[src/rtl/tea_core.sv]
// Iterative TEA cipher engine: one full Feistel cycle per clock, either direction
// selected per operation by the latched mode bit.
module tea_core #(
    parameter int unsigned ROUNDS = 32,
    parameter logic [31:0] DELTA  = 32'h9E3779B9
) (
    input  logic         clk,
    input  logic         reset,
    input  logic         start,
    input  logic         mode,
    input  logic [127:0] key,
    input  logic [63:0]  v_in,
    output logic         busy,
    output logic         done,
    output logic [63:0]  v_out
);

    localparam int unsigned CW = $clog2(ROUNDS + 1);
    localparam logic [CW-1:0] LAST_CNT = CW'(ROUNDS - 1);
    localparam logic [63:0] SUM_PROD = 64'(DELTA) * 64'(ROUNDS);
    localparam logic [31:0] SUM_DEC  = SUM_PROD[31:0];

    typedef enum logic [1:0] {IDLE, RUN, DONE} state_t;

    state_t         state_q;
    logic           mode_q;
    logic [127:0]   key_q;
    logic [31:0]    v0_q, v1_q, sum_q;
    logic [CW-1:0]  cnt_q;
    logic           busy_q, done_q;
    logic [63:0]    v_out_q;

    logic [31:0]    v0_d, v1_d, sum_d;
    logic [31:0]    k0, k1, k2, k3;

    assign k0 = key_q[127:96];
    assign k1 = key_q[95:64];
    assign k2 = key_q[63:32];
    assign k3 = key_q[31:0];

    function automatic logic [31:0] f_mix(input logic [31:0] x, input logic [31:0] s,
                                          input logic [31:0] ka, input logic [31:0] kb);
        return ((x << 4) + ka) ^ (x + s) ^ ((x >> 5) + kb);
    endfunction

    // NOTE: blocking assignments here on purpose -- the second half-round reads
    // the first half-round's result within the same cycle.
    always_comb begin
        sum_d = sum_q;
        v0_d  = v0_q;
        v1_d  = v1_q;
        if (!mode_q) begin
            sum_d = sum_q + DELTA;
            v0_d  = v0_q + f_mix(v1_q, sum_d, k0, k1);
            v1_d  = v1_q + f_mix(v0_d, sum_d, k2, k3);
        end else begin
            v1_d  = v1_q - f_mix(v0_q, sum_q, k2, k3);
            v0_d  = v0_q - f_mix(v1_d, sum_q, k0, k1);
            sum_d = sum_q - DELTA;
        end
    end

    // NOTE: state uses non-blocking assignments only; every register, including
    // the latched key and datapath, is cleared so a reset leaves no stale result.
    always_ff @(posedge clk) begin
        if (reset) begin
            state_q <= IDLE;
            mode_q  <= 1'b0;
            key_q   <= '0;
            v0_q    <= '0;
            v1_q    <= '0;
            sum_q   <= '0;
            cnt_q   <= '0;
            busy_q  <= 1'b0;
            done_q  <= 1'b0;
            v_out_q <= '0;
        end else begin
            // Outputs are registered copies of the state, one cycle behind it.
            busy_q <= (state_q != IDLE);
            done_q <= (state_q == DONE);
            case (state_q)
                IDLE: begin
                    if (start) begin
                        mode_q  <= mode;
                        key_q   <= key;
                        v0_q    <= v_in[63:32];
                        v1_q    <= v_in[31:0];
                        sum_q   <= mode ? SUM_DEC : 32'h0;
                        cnt_q   <= '0;
                        state_q <= RUN;
                    end
                end
                RUN: begin
                    v0_q  <= v0_d;
                    v1_q  <= v1_d;
                    sum_q <= sum_d;
                    cnt_q <= cnt_q + 1'b1;
                    if (cnt_q == LAST_CNT) begin
                        v_out_q <= {v0_d, v1_d};
                        state_q <= DONE;
                    end
                end
                DONE:    state_q <= IDLE;
                default: state_q <= IDLE;
            endcase
        end
    end

    assign busy  = busy_q;
    assign done  = done_q;
    assign v_out = v_out_q;

endmodule

[config.mk]
export PLATFORM = sky130hd
export DESIGN_NAME = tea_core
export DESIGN_NICKNAME = d
export VERILOG_FILES = /design/src/rtl/tea_core.sv
export SDC_FILE = /design/constraint.sdc
export NUM_CORES = 2
export LEC_CHECK = 0
export ABC_AREA = 0
export CAP_MARGIN = 20
export CORE_UTILIZATION = 47
export CTS_CLUSTER_SIZE = 40
export DETAILED_ROUTE_END_ITERATION = 10
export PLACE_DENSITY_LB_ADDON = 0.08
export SETUP_SLACK_MARGIN = 0.02
export SLEW_MARGIN = 25
export SYNTH_ARGS = -nofsm -noshare
export SYNTH_HDL_FRONTEND = slang
export SYNTH_SLANG_ARGS = --single-unit
export TNS_END_PERCENT = 50
[constraint.sdc]
create_clock -name clk -period 9 [get_ports clk]
set_input_delay 1.8 -clock clk [delete_from_list [all_inputs] [get_ports clk]]
set_output_delay 1.8 -clock clk [all_outputs]
set_load 0.02 [all_outputs]
==> summary.txt <==
Status
  • Status: finished with violations
  • Failing checks: setup timing

Placed design
  • PortBufs: 261
  • Final HPWL DP: 132,200 µm
  • Placed cells: 6,914
  • Placer Congestion: around 1.0

Floorplan
  • Die Footprint: 78,060 µm²
  • Core ar.: 76,080 µm²
  • Die width: approximately 280 µm
  • IO Pins: 262
  • Chip height: 279.4 µm
  • FP Rows: 101
  • Initial Util: 0.4754

Final layout
  • Fin cells: around 7,100
  • Nets: roughly 6,700
  • Commonest non-fill, non-tap cell in the layout: buf_4
  • Most frequent cells in the layout: buf_4 (1,113), xnor2_1 (538), nand2_1 (529)
  • Area of the multi-input gates: between 30,000 and 40,000 µm²
  • # fillers: 6,566
  • # diodes: 0
  • Area grow syn2layout: 43.50%
  • Util after Layout: 0.6821
  • FF+latch area: 5995 µm²
  • Share of cells above drive strength 1: 0.2634

STA
  • Fin Clk Skew: approximately 31 ps
  • Worst-Margin Slew: about 1100 ps
  • Final Setup Violations: 7
  • Ratio of final minimum period to clock period: 1.021
  • Post-route minimum period: 9190 ps
  • RSZ-0062 raised after global routing: yes
  • Number of hold violations in the final report: 0
  • F_max: 0.1088 GHz
  • Relative slew slack: 0.2737
  • Final worst setup slack: -190.4 ps
  • Max Slew Vio Count: 0

Detailed routing
  • DR DRC count: 0
  • Drt via density: approximately 6
  • Vias post-DR: about 42,000
  • Post-route antenna net violation count: 0
  • Drt total wl: approximately 170,000 µm
  • Detailed Route Iter0 Violations: 4,501
  • Drt first pass iters: 6
  • Routed wire per std cell: between 20 and 25 µm

Setup path
  • CP Max Fanout: 4
  • Slowest stage delay, CP: approximately 400 ps
  • Critical Path RT: about 9500 ps
  • Slowest cell on crit path: a2111o_1
  • Arrival time worst endpoint: 9640 ps
  • Worst setup path startpoint: sum_q[1]
  • Startpoint types: register
  • RR Endpoint: v_out[31]
  • Worst reg2reg setup slack: -190 ps
  • Register-to-Register Path Depth: 45
  • Worst Path Class, Setup: reg -> reg
  • CP Capture Type: register
  • Cell mode on critical path: a21o_1
  • Worst reg2reg path startpoint: sum_q[1]

Yosys
  • Flops & latches, synth: 299
  • EDFF count, synth: 0
  • Syn Inst Count: ~4,800
  • Ys async rst share: 0
  • Top FF cell, synth: dfxtp_1
  • Cell variety after synth: 88
  • Yosys warnings: 0
  • Post-Synthesis Net Count: roughly 5,500
  • Cell Area, Synth: about 36,000 µm²
  • Register area share after synthesis: 0.1655
  • Mean Syn Cell Area: 7.604 µm²

Clock network
  • TritonCTS Sinks: 299
  • Worst-path clk slew: 60 ps
  • Worst skew pair latency: slightly above 600 ps
  • Root buf cell: clkbuf_16
  • Cts hold-fix bufs: 0
  • CTS Buf Count: 39
  • Clock buffer depth: 3
  • # H-tree levels: 2
  • CTS tree: yes

Global routing
  • Overflow after GRT: 0
  • First-pass GRT wire length: roughly 240,000 µm
  • Pin count of the biggest net entering global routing: 180
  • Initial antenna violation count: 3
  • Global Route Usage Sum: 0.4043
  • Number of global-route vias before repair: about 38,000

Hold path
  • Worst hold path depth: 2
  • Worst Hold End: v_out[12]
  • Hold crit path type: reg -> reg
  • Hold path start: v_out[12]

Run
  • Max Cap Viol: 0
[logic make-up (layout without fill, tap and decap cells)]
family	count (synthesis)	after routing	synth area share
compound gates	1516	1516	0.2665
simple gates	1389	1389	0.1716
xor+xnor	736	736	0.1804
fa+ha+maj	500	500	0.1763
flops	299	299	0.1655
buf+inv	281	1587	0.02955
mux	35	35	0.01010
[synth_stat cells, types with 31 or more instances]
cell type / number / share of area
nand4_1: 33 / 0.0057
o21bai_1: 57 / 0.012
and3_1: 34 / 0.0059
a21oi_1: 542 / 0.075
nor2_1: 381 / 0.040
xnor2_1: 601 / 0.15
ha_1: 484 / 0.17
nand2_1: 540 / 0.056
a21o_1: 245 / 0.051
a221oi_1: 42 / 0.010
o21ai_0: 205 / 0.028
dfxtp_1: 299 / 0.17
clkbuf_1: 133 / 0.014
o21ai_1: 31 / 0.0043
xor2_1: 129 / 0.031
a31oi_1: 46 / 0.0080
nand3_1: 102 / 0.014
o21a_1: 52 / 0.011
inv_1: 119 / 0.012
a211oi_1: 67 / 0.014
nand2b_1: 65 / 0.011
nor3_1: 90 / 0.012
a22oi_1: 48 / 0.010
nor2b_1: 46 / 0.0080
[sequential cells by signal (all words and copies together), names as in the netlist]
register,flops
done,1
state_q,2
sum_q,32
v1_q,32
v_out,64
mode_q,1
key_q,128
busy,1
v0_q,32
cnt_q,6
[worst max-delay path, delay by kind of cell (launching register included)]
kind,cells,cell delay [ps]
DFF,1,330
and+or+nand+nor,9,1380
AOI/OAI and AO/OA,18,3940
adders and majority gates,5,1270
xor gates and xnor gates,8,1460
buffers and inverters,5,650
[how the worst max path moves through the flow]
stage | slack (ps) | cells past startpoint | end
floorplan | 40 | 47 | v1_q[31]
global placement | -550 | 47 | v_out[28]
detailed placement | -770 | 47 | v_out[28]
CTS | -80 | 47 | v_out[31]
global route | -560 | 48 | v_out[31]
finish | -190 | 45 | v_out[31]
[layout make-up]
type / count / area share
Multi-Input combinational cell: 4176 / 0.6086
Timing Repair Buffer: 1396 / 0.2167
Sequential cell: 299 / 0.1155
Tap cell: 1030 / 0.02483
Clock buffer: 52 / 0.02151
Inverter: 120 / 0.008752
Clock inverter: 19 / 0.004075
[routing by layer]
layer	share of wire	vias to the layer above	global-route usage
li1	-	19650	-
met5	0.000073	-	0
met2	0.41	1999	0.5901
met4	0.026	2	0.09276
met3	0.12	242	0.08207
met1	0.45	19780	0.6002
[stage by stage]
step	instance area, µm²	setup slack, ps	hold WS [ps]	setup TNS, ps
floorplan	36160	36.77	436.9	0
global placement	47250	-554.1	444.3	-5683
detailed placement	47250	-765.5	449.2	-12220
CTS	50090	-78.54	457.7	-170.3
global route	51890	-558.6	482.6	-7607
finish	51890	-190.4	454.3	-643.4
[what timing repair did]
action,CTS,global route
resized for setup,195,264
cloned,0,0
pin swaps,110,222
setup buffers,72,46
setup endpoints to repair,49,61
Power is left out: the tool's default activity adds up to more than one toggle a clock period on the data nets, which glitch-free logic cannot reach.
